File: config.mk
export PLATFORM = sky130hd
export DESIGN_NAME = serialize_arb
export DESIGN_NICKNAME = d
export VERILOG_FILES = /design/src/rtl/serialize_pkg.sv /design/src/rtl/skid_fifo2.sv /design/src/rtl/serialize_arb.sv
export SDC_FILE = /design/constraint.sdc
export NUM_CORES = 1
export LEC_CHECK = 0
export CAP_MARGIN = 20
export CORE_MARGIN = 1
export CORE_UTILIZATION = 52
export CTS_BUF_LIST = sky130_fd_sc_hd__clkbuf_4
export DETAILED_ROUTE_END_ITERATION = 7
export HOLD_SLACK_MARGIN = 0.03
export PLACE_DENSITY = 0.95
export SETUP_SLACK_MARGIN = 0.5
export SLEW_MARGIN = 20
export SYNTH_ARGS = -nofsm -noshare
export SYNTH_HDL_FRONTEND = slang
export SYNTH_SLANG_ARGS = --single-unit
File: constraint.sdc
create_clock -name clk -period 7.17 [get_ports clk]
set_input_delay 0.717 -clock clk [delete_from_list [all_inputs] [get_ports clk]]
set_output_delay 0.717 -clock clk [all_outputs]
set_load 0.005 [all_outputs]
File: src/rtl/serialize_pkg.sv
// rtl/serialize_pkg.sv - shared constants and width helper for serialize_arb
package serialize_pkg;

  localparam int MODE_RR     = 0;
  localparam int MODE_PRI    = 1;
  localparam int MODE_GATHER = 2;

  // Width of the channel index carried in each result word.
  function automatic int selw(input int n);
    return (n <= 2) ? 1 : $clog2(n);
  endfunction

endpackage

File: src/rtl/skid_fifo2.sv
// rtl/skid_fifo2.sv - 2-entry stb/rdy FIFO, full flag and outputs from registers only
module skid_fifo2 #(
  parameter int W = 8
) (
  input  logic         clk,
  input  logic         rst,
  input  logic         in_stb,
  input  logic [W-1:0] in_dat,
  output logic         in_rdy,
  output logic         out_stb,
  output logic [W-1:0] out_dat,
  input  logic         out_rdy
);

  logic [1:0]   cnt_q, cnt_d;
  logic [W-1:0] head_q, head_d;
  logic [W-1:0] tail_q, tail_d;
  logic         push, pop;

  assign in_rdy  = (cnt_q != 2'd2);
  assign out_stb = (cnt_q != 2'd0);
  assign out_dat = head_q;

  always_comb begin
    push   = in_stb & in_rdy;
    pop    = out_stb & out_rdy;
    cnt_d  = cnt_q;
    head_d = head_q;
    tail_d = tail_q;
    // Pop first, then push into whichever slot is the new end of the queue.
    if (pop) begin
      head_d = tail_q;
      cnt_d  = cnt_q - 2'd1;
    end
    if (push) begin
      if (cnt_d == 2'd0) head_d = in_dat;
      else               tail_d = in_dat;
      cnt_d = cnt_d + 2'd1;
    end
  end

  always_ff @(posedge clk) begin
    if (rst) cnt_q <= 2'd0;
    else     cnt_q <= cnt_d;
    head_q <= head_d;
    tail_q <= tail_d;
  end

endmodule

File: src/rtl/serialize_arb.sv
// rtl/serialize_arb.sv - N-to-1 tagged argument serializer with RR/PRI/GATHER arbitration
module serialize_arb
  import serialize_pkg::*;
#(
  parameter int ARGW = 16,
  parameter int ARGN = 2,
  parameter int MODE = MODE_RR
) (
  input  logic                        clk,
  input  logic                        rst,
  input  logic [ARGN-1:0]             arg_stb,
  input  logic [ARGN*ARGW-1:0]        arg_dat,
  output logic [ARGN-1:0]             arg_rdy,
  output logic                        res_stb,
  output logic [selw(ARGN)+ARGW-1:0]  res_dat,
  output logic                        res_lst,
  input  logic                        res_rdy
);

  localparam int SELW = selw(ARGN);
  localparam int FW   = 1 + SELW + ARGW;

  logic [ARGN-1:0] msk_q, msk_d, elig, grant;
  logic [SELW-1:0] ptr_q, ptr_d, sel;
  logic            any_g, fifo_rdy, accept, lst;
  logic [FW-1:0]   fifo_in, fifo_out;

  always_comb begin
    elig  = (MODE == MODE_GATHER) ? (arg_stb & ~msk_q) : arg_stb;
    any_g = 1'b0;
    sel   = '0;
    if (MODE == MODE_RR) begin
      // Modulo on the index keeps the wrap inside 0..ARGN-1 for non-power-of-2 ARGN.
      for (int k = 1; k <= ARGN; k++) begin
        if (!any_g && elig[SELW'((int'(ptr_q) + k) % ARGN)]) begin
          any_g = 1'b1;
          sel   = SELW'((int'(ptr_q) + k) % ARGN);
        end
      end
    end else begin
      for (int i = ARGN - 1; i >= 0; i--) begin
        if (elig[SELW'(i)]) begin
          any_g = 1'b1;
          sel   = SELW'(i);
        end
      end
    end
    grant   = any_g ? (ARGN'(1) << sel) : '0;
    arg_rdy = fifo_rdy ? grant : '0;
    accept  = any_g & fifo_rdy;
    lst     = (MODE == MODE_GATHER) && ((msk_q | grant) == '1);
    fifo_in = {lst, sel, arg_dat[int'(sel)*ARGW +: ARGW]};

    msk_d = msk_q;
    ptr_d = ptr_q;
    if (accept) begin
      if (MODE == MODE_RR) ptr_d = sel;
      if (MODE == MODE_GATHER) msk_d = lst ? '0 : (msk_q | grant);
    end
  end

  always_ff @(posedge clk) begin
    if (rst) begin
      msk_q <= '0;
      ptr_q <= SELW'(ARGN - 1);
    end else begin
      msk_q <= msk_d;
      ptr_q <= ptr_d;
    end
  end

  skid_fifo2 #(.W(FW)) u_fifo (
    .clk     (clk),
    .rst     (rst),
    .in_stb  (accept),
    .in_dat  (fifo_in),
    .in_rdy  (fifo_rdy),
    .out_stb (res_stb),
    .out_dat (fifo_out),
    .out_rdy (res_rdy)
  );

  assign res_lst = res_stb & fifo_out[FW-1];
  assign res_dat = fifo_out[FW-2:0];

endmodule

# Word-level counts from Yosys, hierarchy flattened

Cells that the tools add are included.

$add $sub $neg: 4
Order comparisons: 2
Equality and inequality tests: 1
Shift operators: 2
Mux-type cells: 15
Bitwise gates (word level): 5
Reductions and logical operators: 5

Operator list:

| cell                | number |
|---|---|
| $mux 18             | 3 |
| $shiftx 32x6->16    | 1 |
| $mux 1              | 8 |
| $mux 2              | 4 |
| $lt 1x3->1 const B  | 2 |
| $and 1x1->1         | 4 |
| $add 1x1->1 const B | 2 |
| $add 2x1->2 const B | 1 |
| $logic_not 2->1     | 1 |
| $ne 2x2->1 const B  | 1 |
| $reduce_and 2->1    | 1 |
| $reduce_bool 2->1   | 1 |
| $shl 1x1->2 const A | 1 |
| $sub 2x1->2 const B | 1 |
| $logic_and 1x1->1   | 1 |
| $logic_not 1->1     | 1 |
| $not 1->1           | 1 |

Register bits: 38
Input bits: 37
Output and inout port bits: 21
Word-level logic and storage cells: 38

# Longest topological paths before layout

Gate-level depths: netlist of run 1.

Depth in word-level cells: 11
Mapped depth: 9
Mapped depth without buffers: 7

# Hierarchy

A second synthesis of run 1 with hierarchy kept.

Cell total of the unflattened synthesis: 124
Area, all modules: 1943.1 µm²

Modules (own cells, without submodules):

| module        | instances | cells an instance | area an instance (µm²) | sequential area each (µm²) |
|---|---|---|---|---|
| skid_fifo2    | 1         | 96                | 1622.8                 | 940.9 |
| serialize_arb | 1         | 28                | 320.3                  | 20.0 |

# Least setup slack after synthesis of run 1

Ideal clock, no wire load.

Path kind: input port to flip-flop
Start point: in res_rdy
End point: reg u_fifo.tail_q[0], enable pin
Library setup time: 0.390 ns
Arrival: 2.315 ns
Data required time: 6.780 ns
Slack: 4.465 ns
Stages: 5
Buffers on the path: 1
Cells stage by stage: nand2b_1 > buf_2 > mux2_1 > ha_1 > nor2_1

Cells in the longest elaborated chain, start to end: 5

RTL lines:

| what                       | line                | text |
|---|---|---|
| start: declaration         | serialize_arb.sv:17 | `input logic res_rdy` |
| $and 1x1->1                | skid_fifo2.sv:26    | `pop = out_stb & out_rdy;` |
| $mux 2                     | skid_fifo2.sv:31    | `if (pop) begin` |
| $logic_not 2->1            | skid_fifo2.sv:36    | `if (cnt_d == 2'd0) head_d = in_dat;` |
| $not 1->1 (no line)        | --                  |  |
| $reduce_and 2->1 (no line) | --                  |  |
| end signal: assignment     | skid_fifo2.sv:46    | `tail_q <= tail_d;` |
| end: declaration           | skid_fifo2.sv:17    | `logic [W-1:0] tail_q, tail_d;` |

Every way passes these cells.
A chain may end at the register's enable or synchronous reset.

# Worst setup path in the final report of run 1

Start point: in res_rdy
End point: reg u_fifo.head_q[5] (netlist: u_fifo.out_dat[5])

Cells in the longest elaborated chain, start to end: 5

RTL lines:

| what                       | line             | text |
|---|---|---|
| $and 1x1->1 (*)            | skid_fifo2.sv:26 |  |
| $mux 2                     | skid_fifo2.sv:31 |  |
| $logic_not 2->1            | skid_fifo2.sv:36 |  |
| $mux 18                    | skid_fifo2.sv:36 |  |
| $mux 18 (*)                | skid_fifo2.sv:35 | `if (push) begin` |
| named net u_fifo.head_d[5] | skid_fifo2.sv:16 | `logic [W-1:0] head_q, head_d;` |
| end signal: assignment     | skid_fifo2.sv:45 | `head_q <= head_d;` |
| end: declaration           | skid_fifo2.sv:16 |  |

Mark *: on every way through the listed nets, which the timed path passes. The rest lies on a longest branch.

==> results of run 1 <==
[logic make-up (layout without fill, tap and decap cells)]
group,Yosys count,in the layout,share of synthesized area [%]
buffers and inverters,25,68,9.47
and+or+nand+nor,14,14,4.16
xor gates and xnor gates,1,1,0.470
AOI/OAI and AO/OA,3,3,1.28
DFF,38,38,50.0
muxes,51,51,32.6
adders and majority gates,3,3,2.01
[through the flow]
stage / hold slack (ns) / std cells
after CTS: 0.514 / 224
after global placement: 0.465 / 216
after floorplan: 0.444 / 135
after global routing: 0.525 / 224
final: 0.514 / 224
after detailed placement: 0.497 / 216
[power breakdown]
part / leakage [nW] / internal, W / switching [W] / total (W)
combinational: 0.539 / 0.000278 / 0.000164 / 0.000443
clock: 0.0368 / 0.0000505 / 0.0000642 / 0.000115
sequential: 0.335 / 0.000329 / 0.0000336 / 0.000363
total: 0.911 / 0.000658 / 0.000262 / 0.000920
[metal layers]
metal  track usage, %  wire, um
met1             18.5      1340
met2             32.9      1680
met3             6.42       199
met4             6.98        19
met5                0         0
[critical path, stage by stage]
cell             delay [ns]
clkdlybuf4s50_1        0.45
nand2b_1               0.50
mux2_1                 0.55
ha_1                   0.23
nand2_2                0.35
mux2_2                 0.39
[cell usage after synthesis, drive strengths merged]
cell	count	area [um2]
nand3b	1	7.51
buf	22	165
nand2b	2	12.5
nand2	1	6.26
nor2b	2	12.5
o31ai	1	7.51
nor2	5	18.8
o21bai	1	7.51
and3	1	6.26
and2b	1	7.51
xnor2	1	8.76
a22o	1	8.76
edfxtp	17	510
mux2	51	608
inv	3	11.3
and2	1	6.26
ha	3	37.5
dfxtp	21	420
[state kept, by name, summed over array words and instances, names as in the netlist]
name,flops
u_fifo.cnt_q,2
ptr_q,1
u_fifo.out_dat,18
u_fifo.tail_q,17
[worst min-delay path by stage]
stage	cells past startpoint	slack [ns]	to
final	1	0.51	u_fifo.out_dat[17]
after floorplan	1	0.44	u_fifo.out_dat[17]
after global routing	1	0.53	u_fifo.out_dat[17]
after detailed placement	1	0.50	u_fifo.out_dat[17]
after CTS	1	0.51	u_fifo.out_dat[17]
after global placement	1	0.46	u_fifo.out_dat[17]
[layout make-up]
cell class	count	share of cell area (%)
well taps	46	2.41
inverters	3	0.472
multi-input cells	72	31.8
clock buffers	8	2.52
flip-flops and latches	38	39.0
repair buffers	57	23.8
==> impl_results.md, run 1 <==
* Status: completed
* Num ports at 58
* Synthesized flop and latch total at 38
* Overall Global Routing Usage at 17.9%
* PD cells at 386 mW/mm2
* H-tree depth at 2
* Netlist cell types at 22
* RSZ-0062 raised after global routing: false
* Syn_area_per_cell at 13.8 um2
* Netlist Area Pre-Place at ~0.0019 mm2
* Max Cap Viol at 0
* CTS sink cnt at 38
* Ant diodes at 0
* Initial DRT Pass Iterations at 4
* Drt wl/cell at roughly 14 um
* Worst hold path startpoint: u_fifo.out_dat[17]
* Largest net degree at the start of global routing at 21
* Fmax at 338 MHz
* Setup Skew at 0.00634 ns
* Crit start category: input pin
* Area grow syn2layout at 28.1%
* Final period demand of the worst path at 2.96 ns
* Worst hold path class: reg2reg
* TNS Setup at 0 ns
* Area of the die at 0.00383 mm2
* Leading cell type in the layout, fill and taps excluded: clkdlybuf4s50_1
* Final-report setup violation count at 0
* Number of antenna violations at the first check in global routing at 0
* DRT Wirelength at 3.24 mm
* Hold_buf cts at 0
* Relative slew slack at 27.7%
* Worst-Skew Late Latency at 0.33 ns
* Port bufs at 56
* Vias per cell at 4.96
* Share of layout cells above drive strength 1 at 34.3%
* Commonest non-fill, non-tap cells in the layout: 56 x clkdlybuf4s50_1, 41 x mux2_2, 21 x dfxtp_1
* CTS max path bufs at 2
* Initial core utilization at a little over half
* Clk slew on worst S/H paths at 0.10 ns
* Post-Layout Inst Area at 0.00239 mm2
* Iter 0 DRT Violations at 19
* Seq/Total Area, Yosys at 50.0%
* CTS root buffer: clkbuf_4
* Fin. max-slew vios at 0
* Gp weighted congestion at 0.715
* Vias at between 1000 and 1500
* Final Hold Fails at 0
* Syn nets at ~180
* Pre-CTS setup slack at 3.82 ns
* Residual DRC at 0
* CP max FO at 20
* Reg2Reg Setup Slack at ~4.3 ns
* TritonCTS clock tree: yes
* Final Util at between 70% and 80%
* Die Width at 61.9 um
* R2r worst-path depth at 7
* Fin crit share at between 40% and 50%
* Fillers at 238
* Worst Setup EP: u_fifo.out_dat[5]
* Post-CTS resize count at 0
* Final HPWL DP at 2.33 mm
* Lkg Pwr at ~0.91 nW
* Placed inst area at 0.00233 mm2
* Core Rows at 21
* Worst reg2reg startpoint: u_fifo.cnt_q[0]
* First-pass GRT wire length at between 4 and 5 mm
* Maximum vdd drop at 0.000200 V
* Worst setup margin at 4.21 ns
* Mapped Cells at 135
* Vias in the first global route at approximately 1200
* Multi-input combinational cell area at between 700 and 800 um2
* Final ANT Viol Nets at 0
* Worst-Margin Slew at between 1 and 1.5 ns
* Crit Path Class: in2reg
* Postcts setup bufs at 0
* CTS Buf Count at 5
* Crit end category: flop
* Overflow after GRT at 0
* Critical path arrival at 3.19 ns
* Worst Path Required at ~7.4 ns
* Syn. warnings at 0
* Crit. Startpoint: res_rdy
* Fin nets at 217
* Die height at 61.9 um
* Register cell area after layout at roughly 930 um2
* Tot Pwr at 0.000920 W
* R2r endpoint: u_fifo.out_dat[5]
* Total core area at 0.00339 mm2
Note: power is estimated with default switching activity, not from simulation.
==> inputs of run 2 (changes only) <==
CORE_UTILIZATION = 43   (was 52)
PLACE_DENSITY = 0.88   (was 0.95)
clock period = 2.5 ns   (was 7.17 ns; I/O delays follow)
==> run 2 against run 1 <==
  * Power grew to 3.1 times the previous value
  * Critical path depth up 1
  * Via count increased by 4.2%
  * First-iteration DRC count grew 63%
  * Flip-flop and latch count stayed put
  * Routed wire length rose by 16%
  * Highest routed layer unchanged
==> impl_results.md, run 2 (same netlist as run 1, synthesis figures left out) <==
* Status: completed
* Die height at about 68 um
* Area of the die at roughly 0.0046 mm2
* Maximum vdd drop at 0.000568 V
* Placed inst area at ~0.0024 mm2
* Gp weighted congestion at around 0.82
* Final HPWL DP at 2.75 mm
* Clk slew on worst S/H paths at 0.11 ns
* Initial core utilization at a little under half
* Worst reg2reg startpoint: u_fifo.cnt_q[0]
* First-pass GRT wire length at approximately 5.6 mm
* Setup Skew at 0.00983 ns
* Worst setup margin at 0.550 ns
* Overflow after GRT at 0
* Fin. max-slew vios at 0
* Die Width at 67.8 um
* Max Cap Viol at 0
* Commonest non-fill, non-tap cells in the layout: 54 x clkdlybuf4s50_1, 41 x mux2_2, 21 x dfxtp_1
* Worst Hold End: u_fifo.out_dat[17]
* Share of layout cells above drive strength 1 at 41.6%
* Overall Global Routing Usage at 17.3%
* Core Rows at 23
* Critical path arrival at 2.18 ns
* Crit Path Class: reg2reg
* CTS root buffer: clkbuf_4
* CP max FO at 9
* RSZ-0062 raised after global routing: true
* CTS Buf Count at 5
* TNS Setup at 0 ns
* R2r endpoint: u_fifo.out_dat[2]
* Final period demand of the worst path at approximately 2 ns
* Port bufs at 56
* Total core area at 0.00409 mm2
* Residual DRC at 0
* Pre-CTS setup slack at between 0.3 and 0.4 ns
* Worst hold path class: reg2reg
* Worst-Skew Late Latency at ~0.33 ns
* Ant diodes at 0
* H-tree depth at 2
* Lkg Pwr at 0.974 nW
* Drt wl/cell at 15.9 um
* PD cells at 1140 mW/mm2
* Final-report setup violation count at 0
* TritonCTS clock tree: yes
* Largest register FFs at 18
* Iter 0 DRT Violations at 31
* Leading cell type in the layout, fill and taps excluded: clkdlybuf4s50_1
* Worst-Margin Slew at about 0.38 ns
* Vias per cell at 4.93
* Fin nets at 225
* DRT Wirelength at 3.75 mm
* Relative slew slack at 74.5%
* Number of antenna violations at the first check in global routing at 0
* Largest net degree at the start of global routing at 19
* Crit start category: flop
* Reg2Reg Setup Slack at between 0.5 and 0.6 ns
* Vias at 1158
* Final ANT Viol Nets at 0
* Post-Layout Inst Area at 0.00250 mm2
* Crit end category: flop
* Fin crit share at 78.0%
* Final Hold Fails at 0
* Worst hold path startpoint: u_fifo.out_dat[17]
* Worst Path Required at 2.73 ns
* Fmax at 513 MHz
* Area grow syn2layout at 34.5%
* CTS max path bufs at 2
* Hold depth at 1
* Min Hold Slack at 0.487 ns
* Initial DRT Pass Iterations at 4
* Num ports at 58
* CTS sink cnt at 38
* Hold_buf cts at 0
* R2r worst-path depth at 7
* Vias in the first global route at 1241
* Final Util at roughly three fifths
==> run 2: cell type report <==
cell class	instances	area, um2
fill	322	1580
sequential	38	931
tap	50	62.6
timing repair buffer	64	622
clock buffer	6	45.0
multi-input combinational	73	826
clock inverter	1	7.51
inverter	3	11.3
==> run 2: critical path, cell delays in order, from the launching register on <==
cell,delay [ns]
dfxtp_1,0.32
inv_1,0.12
ha_2,0.22
nand2b_4,0.16
mux2_4,0.33
ha_4,0.21
nand2_4,0.16
mux2_2,0.35
==> run 2: worst max-delay path by stage <==
stage                               start                  to  slack, ns  depth (start not counted)
after detailed placement          res_rdy   u_fifo.out_dat[5]       0.31                          6
after CTS                 u_fifo.cnt_q[0]          arg_rdy[0]       0.44                          5
final                     u_fifo.cnt_q[0]   u_fifo.out_dat[2]       0.55                          7
after global placement            res_rdy  u_fifo.out_dat[13]       0.36                          6
after floorplan           u_fifo.cnt_q[0]  u_fifo.out_dat[10]       0.51                          9
after global routing      u_fifo.cnt_q[0]  u_fifo.out_dat[14]       0.47                          7
==> run 2: report_power, final <==
group	internal, W	switching (W)
Combinational	0.000927	0.000576
Sequential	0.000944	0.000104
Clock	0.000116	0.000189
==> run 2: repair_timing <==
item                       4_1_cts  5_1_grt
pin swaps                        0        1
setup buffers                    3        0
setup endpoints to repair       35        9
resized for setup                5        2
gates cloned                     0        1
==> run 2: routing by layer <==
layer | share of wire [%] | wire length, um | track usage [%]
met1 | 42 | 1560 | 19.5
met3 | 4.6 | 171 | 4.50
met2 | 52 | 1950 | 30.7
met5 | 0 | 0 | 0
met4 | 1.8 | 67 | 7.55
==> run 2: metrics by stage <==
stage	cells	total power [W]
floorplan	135	0.00211
finish	235	0.00286
global route	235	0.00305
global placement	224	0.00240
CTS	234	0.00285
detailed placement	224	0.00248
==> inputs of run 3 (changes only) <==
CORE_UTILIZATION = 48   (was 43)
PLACE_DENSITY = 0.92   (was 0.88)
clock period = 1.99 ns   (was 2.5 ns; I/O delays follow)
==> run 3 against run 2 <==
  * Critical path depth unchanged
  * Clock power is 75% higher
  * Die area fell by 10%
  * Critical path type unchanged
  * Sequential power is 27% higher
  * Via count is 3.3% higher
==> impl_results.md, run 3 (same netlist as run 1, synthesis figures left out) <==
* Status: completed
* Critical path arrival at 1.90 ns
* First-pass GRT wire length at 6.07 mm
* Crit Path Class: reg2reg
* Overflow after GRT at 0
* PD cells at 1550 mW/mm2
* CP max FO at 11
* Total core area at 0.00369 mm2
* Worst-Margin Slew at 0.237 ns
* Maximum vdd drop at 0.00119 V
* Final period demand of the worst path at 1.84 ns
* Worst hold path class: reg2reg
* Initial core utilization at 50.5%
* Hold_buf cts at 0
* Fmax at roughly 540 MHz
* CTS Buf Count at 5
* DRT Wirelength at 3.79 mm
* TNS Setup at 0 ns
* Setup Skew at about 0.013 ns
* Largest net degree at the start of global routing at 19
* Gp weighted congestion at 0.691
* Leading cell type in the layout, fill and taps excluded: clkdlybuf4s50_1
* Final ANT Viol Nets at 0
* Worst Path Required at between 2 and 2.5 ns
* Port bufs at 56
* Final Util at slightly above 70%
* CTS root buffer: clkbuf_4
* Final-report setup violation count at 0
* Fin nets at 230
* Initial DRT Pass Iterations at 4
* TritonCTS clock tree: yes
* Core Rows at 22
* RSZ-0062 raised after global routing: true
* Vias per cell at 5.00
* Share of layout cells above drive strength 1 at 47.6%
* Final HPWL DP at ~2.6 mm
* Final Hold Fails at 0
* Area grow syn2layout at 43.7%
* Die Width at 64.3 um
* Number of antenna violations at the first check in global routing at 0
* Fin crit share at 92.4%
* Crit start category: flop
* H-tree depth at 2
* Drt wl/cell at 15.9 um
* Vias in the first global route at 1250
* Overall Global Routing Usage at between 20% and 30%
* Iter 0 DRT Violations at 17
* Residual DRC at 0
* Commonest non-fill, non-tap cells in the layout: 52 x clkdlybuf4s50_1, 26 x mux2_4, 25 x mux2_2
* Lkg Pwr at 1.10 nW
* Area of the die at around 0.0041 mm2
* Relative slew slack at between 80% and 90%
* Max Cap Viol at 0
* Die height at around 64 um
* Ant diodes at 0
* Worst-Skew Late Latency at 0.34 ns
* Vias at approximately 1200
* CTS sink cnt at 38
* Fin. max-slew vios at 0
* Crit end category: flop
* Largest register FFs at 18
* Clk slew on worst S/H paths at about 0.10 ns
* Num ports at 58
* CTS max path bufs at 2
==> run 3: per-layer routing <==
| layer | wire, um | up-vias | global-route usage (%) |
|---|---|---|---|
| li1 | - | 576 | - |
| met1 | 1390 | 577 | 21.2 |
| met2 | 2210 | 39 | 38.6 |
| met3 | 173 | 4 | 5.36 |
| met4 | 17 | 0 | 6.67 |
| met5 | 0 | - | 0 |
==> run 3: final cells by class <==
| cell class | instances | area (um2) |
|---|---|---|
| Fill cell | 254 | 1010 |
| Clock buffer | 7 | 52.6 |
| Timing Repair Buffer | 68 | 654 |
| Clock inverter | 1 | 30.0 |
| Sequential cell | 38 | 935 |
| Tap cell | 48 | 60.1 |
| Multi-Input combinational cell | 74 | 932 |
| Inverter | 3 | 13.8 |
==> run 3: through the flow <==
| stage | instances | setup WS (ns) | total power (W) | hold WS (ns) | instance area [um2] |
|---|---|---|---|---|---|
| floorplan | 135 | 0.0655 | 0.00283 | 0.293 | 1970 |
| global placement | 224 | 0.0656 | 0.00321 | 0.462 | 2480 |
| detailed placement | 224 | 0.00775 | 0.00333 | 0.469 | 2480 |
| CTS | 237 | 0.154 | 0.00417 | 0.487 | 2670 |
| global route | 239 | 0.0968 | 0.00441 | 0.510 | 2680 |
| finish | 239 | 0.151 | 0.00415 | 0.488 | 2680 |
==> run 3: worst max-delay path, stage by stage (launching register included) <==
cell and delay [ns]:
dfxtp_2 0.35, inv_2 0.06, ha_4 0.15, nand2b_4 0.16, mux2_4 0.33, ha_4 0.23, nor2_4 0.14, buf_12 0.15
==> run 3: worst paths after layout <==
| kind | startpoint | to | slack, ns | cells past startpoint |
|---|---|---|---|---|
| max | u_fifo.cnt_q[1] | u_fifo.tail_q[14] | 0.15 | 7 |
| min | u_fifo.out_dat[17] | u_fifo.out_dat[17] | 0.49 | 1 |
| max reg2reg | u_fifo.cnt_q[1] | u_fifo.tail_q[14] | 0.15 | 7 |
| min reg2reg | u_fifo.out_dat[17] | u_fifo.out_dat[17] | 0.49 | 1 |
==> run 3: repair_timing <==
| item | CTS | global route |
|---|---|---|
| resized for setup | 20 | 9 |
| buffers inserted | 3 | 2 |
| gates cloned | 2 | 0 |
| pin swaps | 2 | 2 |
| endpoints found under the setup margin | 41 | 42 |
==> run 3: report_power, final <==
part | internal, W | switching [W] | total (W)
registers | 0.00119 | 0.000140 | 0.00133
logic | 0.00144 | 0.000842 | 0.00229
clock network | 0.000294 | 0.000239 | 0.000533
